File: src/rtl/led_pwm_driver_pkg.sv
// ---------------------------------------------------------------------------
// led_drv_pkg
//   Shared types and helpers for the N-channel LED PWM driver.
//   - led_mode_t : 2-bit runtime mode select (OFF / COUNT / PWM / BREATHE)
//   - ramp_dir_t : direction of the BREATHE brightness ramp
//   - addr_width : channel-index width, never narrower than one bit
// ---------------------------------------------------------------------------
package led_drv_pkg;

  typedef enum logic [1:0] {
    LED_MODE_OFF     = 2'd0,
    LED_MODE_COUNT   = 2'd1,
    LED_MODE_PWM     = 2'd2,
    LED_MODE_BREATHE = 2'd3
  } led_mode_t;

  typedef enum logic {
    DIR_UP   = 1'b0,
    DIR_DOWN = 1'b1
  } ramp_dir_t;

  // A single-channel build still needs a 1-bit address port.
  function automatic int unsigned addr_width(input int unsigned n);
    return (n > 1) ? $clog2(n) : 1;
  endfunction

endpackage

File: src/rtl/led_pwm_driver_prescaler.sv
// ---------------------------------------------------------------------------
// led_prescaler
//   Free-running power-of-two prescaler producing a registered one-cycle
//   strobe each time the W-bit counter wraps. Also usable for other slow
//   strobes in the fabric.
//   Ports:
//     clk    in  1  clock
//     reset  in  1  synchronous, active-high
//     tick   out 1  registered pulse, high for one cycle every 2**W cycles;
//                   first pulse 2**W cycles after reset is released
// ---------------------------------------------------------------------------
module led_prescaler #(
  parameter int unsigned W = 20
) (
  input  logic clk,
  input  logic reset,
  output logic tick
);

  logic [W-1:0] cnt;

  always_ff @(posedge clk) begin
    if (reset) begin
      cnt  <= '0;
      tick <= 1'b0;
    end else begin
      cnt  <= cnt + W'(1);
      // Registered: tick is high in the cycle after the counter reads all-ones.
      tick <= (cnt == '1);
    end
  end

endmodule

File: src/rtl/led_pwm_driver.sv
// ---------------------------------------------------------------------------
// led_pwm_driver
//   Parametrised N-channel LED driver with per-channel PWM brightness, a
//   triangular "breathe" ramp, a decrementing COUNT pattern and a runtime
//   mode select. Ramp and count cadence come from an internal prescaler tick.
//   Ports:
//     clk      in  1       single clock
//     reset    in  1       synchronous, active-high; clears all state
//     mode     in  2       0 OFF, 1 COUNT, 2 PWM, 3 BREATHE (sampled each cycle)
//     wr_en    in  1       duty write strobe
//     wr_addr  in  ADDR_W  channel index; indices >= N_LEDS are ignored
//     wr_data  in  PWM_W   duty value
//     led      out N_LEDS  registered LED drive, 1 = on
//     tick     out 1       registered prescaler wrap pulse
// ---------------------------------------------------------------------------
module led_pwm_driver
  import led_drv_pkg::*;
#(
  parameter  int unsigned N_LEDS     = 4,
  parameter  int unsigned PRESCALE_W = 20,
  parameter  int unsigned PWM_W      = 8,
  localparam int unsigned ADDR_W     = addr_width(N_LEDS)
) (
  input  logic              clk,
  input  logic              reset,
  input  logic [1:0]        mode,
  input  logic              wr_en,
  input  logic [ADDR_W-1:0] wr_addr,
  input  logic [PWM_W-1:0]  wr_data,
  output logic [N_LEDS-1:0] led,
  output logic              tick
);

  led_mode_t          mode_in;
  led_mode_t          mode_q;
  logic               mode_chg;

  logic [PWM_W-1:0]   duty [N_LEDS];
  logic [PWM_W-1:0]   pwm_cnt;

  logic [N_LEDS-1:0]  pattern, pattern_nxt;
  logic [PWM_W-1:0]   bright, bright_nxt;
  ramp_dir_t          dir, dir_nxt;
  logic [N_LEDS-1:0]  led_nxt;

  led_prescaler #(
    .W(PRESCALE_W)
  ) u_prescaler (
    .clk  (clk),
    .reset(reset),
    .tick (tick)
  );

  assign mode_in  = led_mode_t'(mode);
  assign mode_chg = (mode_in != mode_q);

  // Next-state for the mode-dependent registers and the LED compare.
  // A mode change clears pattern/bright and suppresses any step that a
  // coincident tick would otherwise apply.
  always_comb begin
    pattern_nxt = pattern;
    bright_nxt  = bright;
    dir_nxt     = dir;
    led_nxt     = '0;

    if (mode_chg) begin
      pattern_nxt = '0;
      bright_nxt  = '0;
      dir_nxt     = DIR_UP;
    end else if (tick) begin
      unique case (mode_q)
        LED_MODE_COUNT: begin
          pattern_nxt = pattern - N_LEDS'(1);
        end
        LED_MODE_BREATHE: begin
          // Triangle ramp: the turnaround step already moves away from the
          // end value, so neither 0 nor max is held for two ticks.
          if (dir == DIR_UP) begin
            if (bright == '1) begin
              bright_nxt = bright - PWM_W'(1);
              dir_nxt    = DIR_DOWN;
            end else begin
              bright_nxt = bright + PWM_W'(1);
            end
          end else begin
            if (bright == '0) begin
              bright_nxt = bright + PWM_W'(1);
              dir_nxt    = DIR_UP;
            end else begin
              bright_nxt = bright - PWM_W'(1);
            end
          end
        end
        default: begin
        end
      endcase
    end

    unique case (mode_q)
      LED_MODE_OFF: begin
        led_nxt = '0;
      end
      LED_MODE_COUNT: begin
        led_nxt = pattern;
      end
      LED_MODE_PWM: begin
        for (int unsigned i = 0; i < N_LEDS; i++) begin
          led_nxt[i] = (duty[i] > pwm_cnt);
        end
      end
      LED_MODE_BREATHE: begin
        for (int unsigned i = 0; i < N_LEDS; i++) begin
          led_nxt[i] = (bright > pwm_cnt);
        end
      end
      default: begin
        led_nxt = '0;
      end
    endcase
  end

  always_ff @(posedge clk) begin
    if (reset) begin
      mode_q  <= LED_MODE_OFF;
      pattern <= '0;
      bright  <= '0;
      dir     <= DIR_UP;
      pwm_cnt <= '0;
      led     <= '0;
      for (int unsigned i = 0; i < N_LEDS; i++) begin
        duty[i] <= '0;
      end
    end else begin
      mode_q  <= mode_in;
      pattern <= pattern_nxt;
      bright  <= bright_nxt;
      dir     <= dir_nxt;
      pwm_cnt <= pwm_cnt + PWM_W'(1);
      led     <= led_nxt;
      // Decoding per channel drops out-of-range addresses without a
      // separate bounds compare.
      for (int unsigned i = 0; i < N_LEDS; i++) begin
        if (wr_en && (wr_addr == ADDR_W'(i))) begin
          duty[i] <= wr_data;
        end
      end
    end
  end

endmodule
File: config.mk
export PLATFORM = sky130hd
export DESIGN_NAME = led_pwm_driver
export DESIGN_NICKNAME = d
export VERILOG_FILES = /design/src/rtl/led_pwm_driver_pkg.sv /design/src/rtl/led_pwm_driver_prescaler.sv /design/src/rtl/led_pwm_driver.sv
export SDC_FILE = /design/constraint.sdc
export NUM_CORES = 1
export LEC_CHECK = 0
export ABC_AREA = 0
export CAP_MARGIN = 25
export CORE_MARGIN = 1.5
export CORE_UTILIZATION = 35
export DETAILED_ROUTE_END_ITERATION = 10
export GPL_TIMING_DRIVEN = 0
export SLEW_MARGIN = 10
export SYNTH_ARGS = -nofsm -noshare
export SYNTH_HDL_FRONTEND = slang
export SYNTH_SLANG_ARGS = --single-unit
File: constraint.sdc
create_clock -name clk -period 3 [get_ports clk]
set_input_delay 0.45 -clock clk [delete_from_list [all_inputs] [get_ports clk]]
set_output_delay 0.45 -clock clk [all_outputs]
set_load 0.01 [all_outputs]
# --- Yosys cells after proc, flatten, opt, wreduce, memory -nomap -nowiden ---
# Memories as Yosys holds them, arrays and structs flattened.
# Index checks and enable logic that the tools add are counted.
# W data, S select, Z words.
word_totals:
  n_memories: 1
  wordCells: 67
  reg_bits: 48
  ramBits: 32
  input_bits: 15
  out_inout_bits: 5
classes:
  n_mux: 25
  n_reduce_logical: 10
  n_bitwise: 4
  n_addsub: 5
  n_eq_ne: 9
  order_cmp: 5
memory_table:
  columns: ["memory", "words", "width", "read_ports", "rd_ports_with_merged_regs", "wr", "line_no", "source"]
  rows:
  - ["duty", 4, 8, 4, 0, 4, "led_pwm_driver.sv:38", "logic [PWM_W-1:0] duty [N_LEDS];"]
op_table:
  columns: ["operator", "count"]
  rows:
  - ["$mux W8", 7]
  - ["$gt A8 B8 Y1", 5]
  - ["$add A20 B1 Y20 const B", 1]
  - ["$eq A20 B20 Y1 const B", 1]
  - ["$mux W1", 17]
  - ["$add A8 B1 Y8 const B", 2]
  - ["$pmux W4 S4", 1]
  - ["$eq A2 B2 Y1 const B", 4]
  - ["$eq A8 B8 Y1 const B", 1]
  - ["$logic_not A8 Y1", 1]
  - ["$sub A8 B1 Y8 const B", 1]
  - ["$eq A2 B1 Y1 const B", 2]
  - ["$logic_and A1 B1 Y1", 4]
  - ["$logic_not A2 Y1", 2]
  - ["$or A1 B1 Y1", 4]
  - ["$reduce_and A2 Y1", 2]
  - ["$sub A4 B1 Y4 const B", 1]
  - ["$ne A2 B2 Y1", 1]
  - ["$reduce_or A2 Y1", 1]

# --- Longest topological paths before layout ---
# Gate-level depths: netlist of the first run.
logic_depth:
  ltp_word: 6
  ltp_mapped: 7
  depth_no_buf: 7

# --- Cells and area by module ---
# Synthesis of the first run repeated with hierarchy kept, for this count alone.
unflattened:
  cells_unflattened: 445
  hier_area_um2: 4415.5
by_module_without_submodules:
  columns: ["module", "seq_area_each_um2", "area_each_um2", "cells_each", "instances"]
  rows:
  - ["led_pwm_driver", 1501.4, 3520.9, 343, 1]
  - ["led_prescaler", 420.4, 894.6, 102, 1]

# --- Least setup slack after synthesis of the first run ---
# Ideal clock, no wire load.
synth_path:
  path_kind: "input port to flip-flop"
  from: "input reset"
  to: "memory duty[1][0], enable pin"
  path_stages: 3
  required_time_ns: 2.625
  setup_ns: 0.375
  path_buffers: 2
  arrival_ns: 1.292
  slack_ns: 1.333
  cell_sequence: "clkbuf_1 -> clkbuf_1 -> o21bai_1"
synth_rtl:
  columns: ["element", "line_no", "source"]
  rows:
  - ["from (decl)", "led_pwm_driver.sv:25", "input logic reset,"]
  - ["to (decl)", "led_pwm_driver.sv:38", null]

==> results.cfg, run 1 <==
[clock_tree]
root_buffer = clkbuf_16
clk_pin_slew_worst_paths_ns = 0.06
cts_sinks = 80
htree_num_levels = 3
cts_buffers = 9
cts_setup_buffers = 0
clockBufferDepth = 2
cts_hold_buffers = 0
tritoncts = done
cts_resized = 0
clkLatencyLatePin_ns = 0.34

[setup_path]
cp_cell_sequence = clkdlybuf4s50_1 > clkbuf_1 > clkbuf_1 > o21bai_1
r2r_slack_ns = 1.00
r2r_cells = 7
required_ns = 2.97
critPathMaxFanout = 10
end_kind = flip-flop
cp_top_family = buffers and inverters
reg2reg_from = pwm_cnt[1]
crit_top_cell = clkbuf_1
reg2reg_to = led[3]
crit_path_start_kind = primary input
crit_buf_inv = 3
critPathArrivalTime_ns = 2.27
critPathKind = in -> reg
critPathMaxStageDelay_ns = 0.56
slowest_stage = clkdlybuf4s50_1
cp.depth = 4

[sta]
skew_ns = 0.00560
period_needed_ns = 2.31
fin_setup_tns_ns = 0
fin_hold_ws_ns = 0.472
finalSetupViolations = 0
maxSlewViolCount = 0
max_freq_mhz = 434
tightest_slew_ns = 0.762
finalHoldViolCount = 0
slew_headroom = 0.488
rsz0062_at_grt = no
finalCritPeriodShare = 0.769

[synth]
synth_commonest_cells = dfxtp_1 (48), nor2_1 (48), ha_1 (46)
synth_cells = 436
ys.flop_type = dfxtp_1
yosysTopAreaCellShare = 0.221
ys_seq_area_frac = 0.443
syn-mean-instance-area_sq_um = 9.96
synth_area_sq_mm = 0.00434
syn_nets = 497
synth-seq-cells = 80
synthArstFlopShare = 0
ys_warn_count = 0
netlist.top_cell.by_area = dfxtp_1
synth_cell_types = 50
synth.area.top_cells = dfxtp_1 (22%), edfxtp_1 (22%), ha_1 (13%), and2_1 (4.6%), nor2_1 (4.1%)
synth_edf_count = 32

[placement]
port-buffer-count = 19
place_hpwl_um = 6770
gp_congestion = 0.838

[finish]
final_util = 0.418
fin_nets = 527
syn_to_final_growth_pct = 16.1
drive_above_1_share = 0.0722
nFillCells = 1117
antenna_cells = 0
seqCellArea_sq_mm = 0.00192
multi_input_area_sq_mm = 0.00230

[route]
firstDrtPassIters = 4
drc = 0
num_vias = 3254
drt-initial-drc-count = 259
ant_nets = 0
avgViaCountPerCell = 5.09
routed_wl_um = 8960
wire_per_inst_um = 14.0

[grt]
grt_pass1_wl_um = 14800
antenna_found_initial = 0
grt_overflow = 0
grt_usage = 0.146
grt_pass1_vias = 3012
grt_start_max_net_pins = 13

[floorplanning]
die_h_um = 114
dieArea_sq_mm = 0.0131
start_util = 0.360
core_area_sq_mm = 0.0121
chipWidth_um = 114
io_pins = 20
num_rows = 40

[flow_run]
drv_cap = 0

[hold_path]
min_path_cells = 1
min_from = u_prescaler.cnt[19]
hold_path.class = reg -> reg
holdPathEnd = u_prescaler.tick

[power_and_ir_drop]
leakagePower_uw = 0.00187
max-vdd-ir-drop_mv = 0.267
powerDensity_mw_per_mm2 = 499

[run_status]
status = completed
## stage by stage
| stage | worst slack [ns] | total power, uW | instance area [sq um] | std cells |
|---|---|---|---|---|
| floorplan | 1.33 | 1340 | 4340 | 436 |
| global placement | 0.333 | 1410 | 4740 | 623 |
| detailed placement | 0.296 | 1430 | 4740 | 623 |
| CTS | 0.636 | 2540 | 5040 | 639 |
| global route | 0.523 | 2620 | 5040 | 639 |
| finish | 0.694 | 2510 | 5040 | 639 |
## layer usage
metal,vias up,wire [um],global-route usage
li1,1631,-,-
met1,1547,4290,0.196
met2,66,4160,0.234
met3,10,390,0.0281
met4,0,115,0.0575
met5,-,0,0
## area by class of cell
cell class                 count  share of cell area
tap                          168              0.0417
timing repair buffer          19              0.0377
inverter                      19              0.0141
multi-input combinational    327               0.456
clock buffer                  13              0.0516
clock inverter                 3             0.00794
sequential                    80               0.381
buffer                        10             0.00992
## placed cells by master, fill, tap and decap left out, types with 2 or more instances in the layout
cell	synthesis	routed
a211oi_1	7	7
a21oi_1	18	18
a31o_2	3	3
a31oi_1	4	4
and2_1	32	32
and3_1	7	7
buf_1	2	2
buf_2	3	3
clkbuf_1	3	5
clkbuf_16	0	9
clkbuf_8	0	2
clkdlybuf4s50_1	0	19
clkinv_2	0	2
dfxtp_1	48	48
edfxtp_1	32	32
ha_1	46	46
inv_1	19	19
nand2_1	21	21
nand2b_1	2	2
nand3_1	20	20
nand4_1	16	16
nor2_1	48	48
nor2b_1	10	10
nor3_1	13	13
nor4_2	3	3
o211ai_1	6	6
o21a_1	3	3
o21ai_0	7	7
o21bai_1	3	3
o31ai_1	5	5
or3_1	3	3
xnor2_1	15	15
xor2_1	16	16
## cell families (layout without fill, tap and decap cells)
group                      count (synthesis)  count (layout)  share of synthesized area
DFF                                       80              80                      0.443
xor gates and xnor gates                  31              31                     0.0625
buffers and inverters                     29              64                     0.0279
and+or+nand+nor                          186             186                      0.232
adders and majority gates                 46              46                      0.133
AOI/OAI and AO/OA                         64              64                      0.102
## flip-flops by register name, indices dropped and copies added (netlist names)
| signal | count |
|---|---|
| bright | 8 |
| dir | 1 |
| duty | 32 |
| led | 4 |
| mode_q | 2 |
| pattern | 4 |
| pwm_cnt | 8 |
| u_prescaler.cnt | 20 |
| u_prescaler.tick | 1 |
## worst max-delay path by stage
stage | startpoint | endpoint | slack (ns)
after floorplan | reset | duty[1][0] | 1.33
after global placement | reset | duty[1][3] | 0.33
after detailed placement | reset | duty[1][0] | 0.30
after CTS | reset | duty[1][1] | 0.64
after global routing | reset | duty[1][1] | 0.52
final | reset | duty[1][2] | 0.69
## where the power goes
| group | total [uW] | internal, uW | switching [uW] |
|---|---|---|---|
| Clock | 1110 | 688 | 422 |
| Sequential | 1200 | 1170 | 23.9 |
| Combinational | 208 | 91.6 | 116 |
| Total | 2510 | 1950 | 562 |
Note: power is estimated with default switching activity, not from simulation.
==> run 2: changes to the inputs <==
clock period = 2 ns   (was 3 ns; I/O delays follow)
==> results.cfg, run 2 (synthesis gave the netlist of run 1 again) <==
[clock_tree]
root_buffer = clkbuf_16
cts_sinks = 80
cts_buffers = 9
clkLatencyLatePin_ns = 0.34
clk_pin_slew_worst_paths_ns = 0.06
clockBufferDepth = 2
tritoncts = done
cts_setup_buffers = 0
htree_num_levels = 3

[floorplanning]
num_rows = 40
dieArea_sq_mm = 0.0131
chipWidth_um = 114
core_area_sq_mm = 0.0121
io_pins = 20
start_util = 0.360
die_h_um = 114

[placement]
place_hpwl_um = 6770
gp_congestion = 0.838
pre_cts_ws_ns = -0.554
port-buffer-count = 19
placed_cells = 623

[sta]
skew_ns = 0.00447
finalHoldViolCount = 0
max_freq_mhz = 538
slew_headroom = 0.490
period_needed_ns = 1.86
rsz0062_at_grt = no
layout_setup_ws_ns = 0.143
finalSetupViolations = 0
finalCritPeriodShare = 0.929
maxSlewViolCount = 0
tightest_slew_ns = 0.759

[grt]
grt-busiest-layer = met2
grt_start_max_net_pins = 13
grt_pass1_wl_um = 14800
grt_usage = 0.146
grt_overflow = 0
antenna_found_initial = 0
met3_usage = 0.0281
met2_usage = 0.234
grt_pass1_vias = 3005
use_met1 = 0.195

[power_and_ir_drop]
design_power_total_uw = 3770
powerDensity_mw_per_mm2 = 746
max-vdd-ir-drop_mv = 0.401
leakagePower_uw = 0.00187

[finish]
top_regs = duty: 32 flops, u_prescaler.cnt: 20 flops
fin_nets = 527
largest_register = duty
antenna_cells = 0
drive_above_1_share = 0.0807
stdcell_count = 639
largest_reg_flops = 32
final_cell_mix = nor2_1 (48), dfxtp_1 (48), ha_1 (46)
final_util = 0.419
syn_to_final_growth_pct = 16.4

[setup_path]
critPathMaxStageDelay_ns = 0.42
critPathArrivalTime_ns = 2.06
crit_path_start_kind = flip-flop
critPathMaxFanout = 6
critPathKind = reg -> reg
reg2reg_from = bright[1]
cp_cell_sequence = ha_1 > and3_2 > nand3_1 > a211oi_1 > o21ai_0 > nor3b_2
required_ns = 2.20
end_kind = flip-flop
slowest_stage = dfxtp_1
crit_start = bright[1]

[route]
firstDrtPassIters = 4
avgViaCountPerCell = 5.08
drt-initial-drc-count = 272
num_vias = 3246
wire_per_inst_um = 14.0
drc = 0
ant_nets = 0
routed_wl_um = 8950

[hold_path]
hold_path.class = reg -> reg
min_from = u_prescaler.cnt[19]

[flow_run]
drv_cap = 0

[run_status]
status = completed
## run 2: worst paths after layout
| path | endpoint | slack (ns) | cells past startpoint |
|---|---|---|---|
| hold / removal | u_prescaler.tick | 0.47 | 1 |
| setup / recovery | bright[3] | 0.14 | 6 |
| hold reg to reg | u_prescaler.tick | 0.47 | 1 |
| setup reg to reg | bright[3] | 0.14 | 6 |
## run 2: per-layer routing
metal / routed length [um] / part of all wire
met5: 0 / 0
met1: 4280 / 0.48
met4: 146 / 0.016
met3: 389 / 0.043
met2: 4140 / 0.46
## run 2: area by class of cell
| class | instances | area [sq um] |
|---|---|---|
| clock inverter | 3 | 40.0 |
| buffer | 10 | 52.6 |
| inverter | 19 | 71.3 |
| fill | 1111 | 7010 |
| multi-input combinational | 327 | 2310 |
| tap | 168 | 210 |
| sequential | 80 | 1920 |
| clock buffer | 13 | 260 |
| timing repair buffer | 19 | 190 |
## run 2: worst max-delay path, delay by kind of cell, from the launching register on
kind            cells  cell delay (ns)
flops               1             0.42
fa+ha+maj           1             0.23
simple gates        3             0.57
compound gates      2             0.51
## run 2: power by group
part	internal, uW	switching, uW	leakage, uW	total [uW]
sequential	1760	35.8	0.000703	1800
combinational	138	175	0.00102	313
clock	1030	633	0.000150	1660
## run 2: what timing repair did
action                                  in CTS  in global routing
endpoints found under the setup margin      39                  0
gates resized for setup                      4                  0
hold buffers                                 0                  0
## run 2: stage by stage
| stage | TNS [ns] | instance area (sq um) | hold WS [ns] |
|---|---|---|---|
| 2_1_floorplan | 0 | 4340 | 0.428 |
| 3_3_place_gp | -14.06 | 4740 | 0.463 |
| 3_5_place_dp | -14.69 | 4740 | 0.471 |
| 4_1_cts | 0 | 5060 | 0.479 |
| 5_1_grt | 0 | 5060 | 0.501 |
| 6_report | 0 | 5060 | 0.472 |
==> run 3: changes to the inputs <==
CORE_ASPECT_RATIO = 1.4   (was not set)
==> results.cfg, run 3 (synthesis gave the netlist of run 1 again) <==
[power_and_ir_drop]
max-vdd-ir-drop_mv = 0.331
leakagePower_uw = 0.00185
design_power_total_uw = 3640
powerDensity_mw_per_mm2 = 726

[finish]
final_util = 0.412
final_cell_mix = nor2_1 (48), dfxtp_1 (48), ha_1 (46)
syn_to_final_growth_pct = 15.6
drive_above_1_share = 0.0849
largest_reg_flops = 32
largest_register = duty
final_cell_area_sq_mm = 0.00502
antenna_cells = 0
top_regs = duty: 32 flops, u_prescaler.cnt: 20 flops
fin_nets = 527

[sta]
skew_ns = 0.00727
max_freq_mhz = 539
period_needed_ns = 1.85
tightest_slew_ns = 0.762
finalCritPeriodShare = 0.927
slew_headroom = 0.488
finalSetupViolations = 0
layout_setup_ws_ns = 0.145
maxSlewViolCount = 0
fin_hold_ws_ns = 0.476
finalHoldViolCount = 0

[setup_path]
end_kind = flip-flop
critPathMaxFanout = 5
critPathArrivalTime_ns = 2.05
crit_buf_inv = 1
cp_cell_sequence = inv_2 > ha_1 > nor2b_1 > o211ai_1 > a21oi_1 > o31ai_4 > a31oi_1
critPathKind = reg -> reg
slowest_stage = dfxtp_1
critPathMaxStageDelay_ns = 0.37
cp_top_family = compound AO/OA/AOI/OAI gates
required_ns = 2.20
crit_path_start_kind = flip-flop

[clock_tree]
clk_pin_slew_worst_paths_ns = 0.06
clockBufferDepth = 2
cts_setup_buffers = 0
cts_buffers = 9
cts_sinks = 80
htree_num_levels = 3
tritoncts = done
clkLatencyLatePin_ns = 0.34
root_buffer = clkbuf_16

[flow_run]
drv_cap = 0

[route]
routed_wl_um = 9320
firstDrtPassIters = 4
ant_nets = 0
avgViaCountPerCell = 5.18
drc = 0
num_vias = 3218
wire_per_inst_um = 15.0
drt-initial-drc-count = 103

[floorplanning]
die_h_um = 135
dieArea_sq_mm = 0.0131
num_rows = 48
start_util = 0.356
io_pins = 20
core_area_sq_mm = 0.0122
chipWidth_um = 97.1

[placement]
gp_congestion = 0.821
pre_cts_ws_ns = -0.524
place_hpwl_um = 7090
placed_cell_area_sq_mm = 0.00472
port-buffer-count = 19

[grt]
grt_usage = 0.149
grt_pass1_vias = 3239
antenna_found_initial = 0
grt_start_max_net_pins = 14
grt_overflow = 0
grt_pass1_wl_um = 15400

[hold_path]
hold_path.class = reg -> reg

[run_status]
status = completed
-- run 3: changes by cell type in the layout (fill, tap and decap cells not counted) --
cell        before  now
clkinvlp_4       0    2
inv_2            0    2
o31ai_2          1    0
clkinv_2         2    0
clkbuf_2         3    4
o31ai_4          0    1
bufinv_16        1    0
inv_1           19   17
-- run 3: final cells by class --
type	count	area, sq um
buffer	10	52.6
clock buffer	14	265
clock inverter	2	15.0
fill	1184	7170
inverter	19	71.3
multi-input combinational	327	2320
sequential	80	1920
tap	150	188
timing repair buffer	19	190
-- run 3: what timing repair did --
item / in CTS / in global routing
gates resized for setup: 3 / 4
pin swaps: 0 / 1
hold buffers: 0 / 0
cloned: 0 / 0
endpoints found under the setup margin: 28 / 10
-- run 3: power breakdown --
group	switching, uW	internal, uW
registers	37.1	1760
clock network	622	914
logic	173	136
total	833	2810
-- run 3: path summary, 6_finish.rpt --
path | depth (start not counted) | start | slack [ns] | endpoint
hold reg to reg | 1 | u_prescaler.cnt[19] | 0.48 | u_prescaler.tick
setup / recovery | 7 | pwm_cnt[1] | 0.15 | led[3]
hold / removal | 1 | u_prescaler.cnt[19] | 0.48 | u_prescaler.tick
setup reg to reg | 7 | pwm_cnt[1] | 0.15 | led[3]
-- run 3: metrics by stage --
step,setup TNS [ns],instances
floorplan,0,436
global placement,-13.49,605
detailed placement,-14.56,605
CTS,0,621
global route,-0.00584,621
finish,0,621
-- run 3: layer usage --
| metal | GRT usage | routed length [um] |
|---|---|---|
| met1 | 0.162 | 4020 |
| met2 | 0.271 | 4730 |
| met3 | 0.0352 | 257 |
| met4 | 0.0700 | 314 |
| met5 | 0 | 0 |
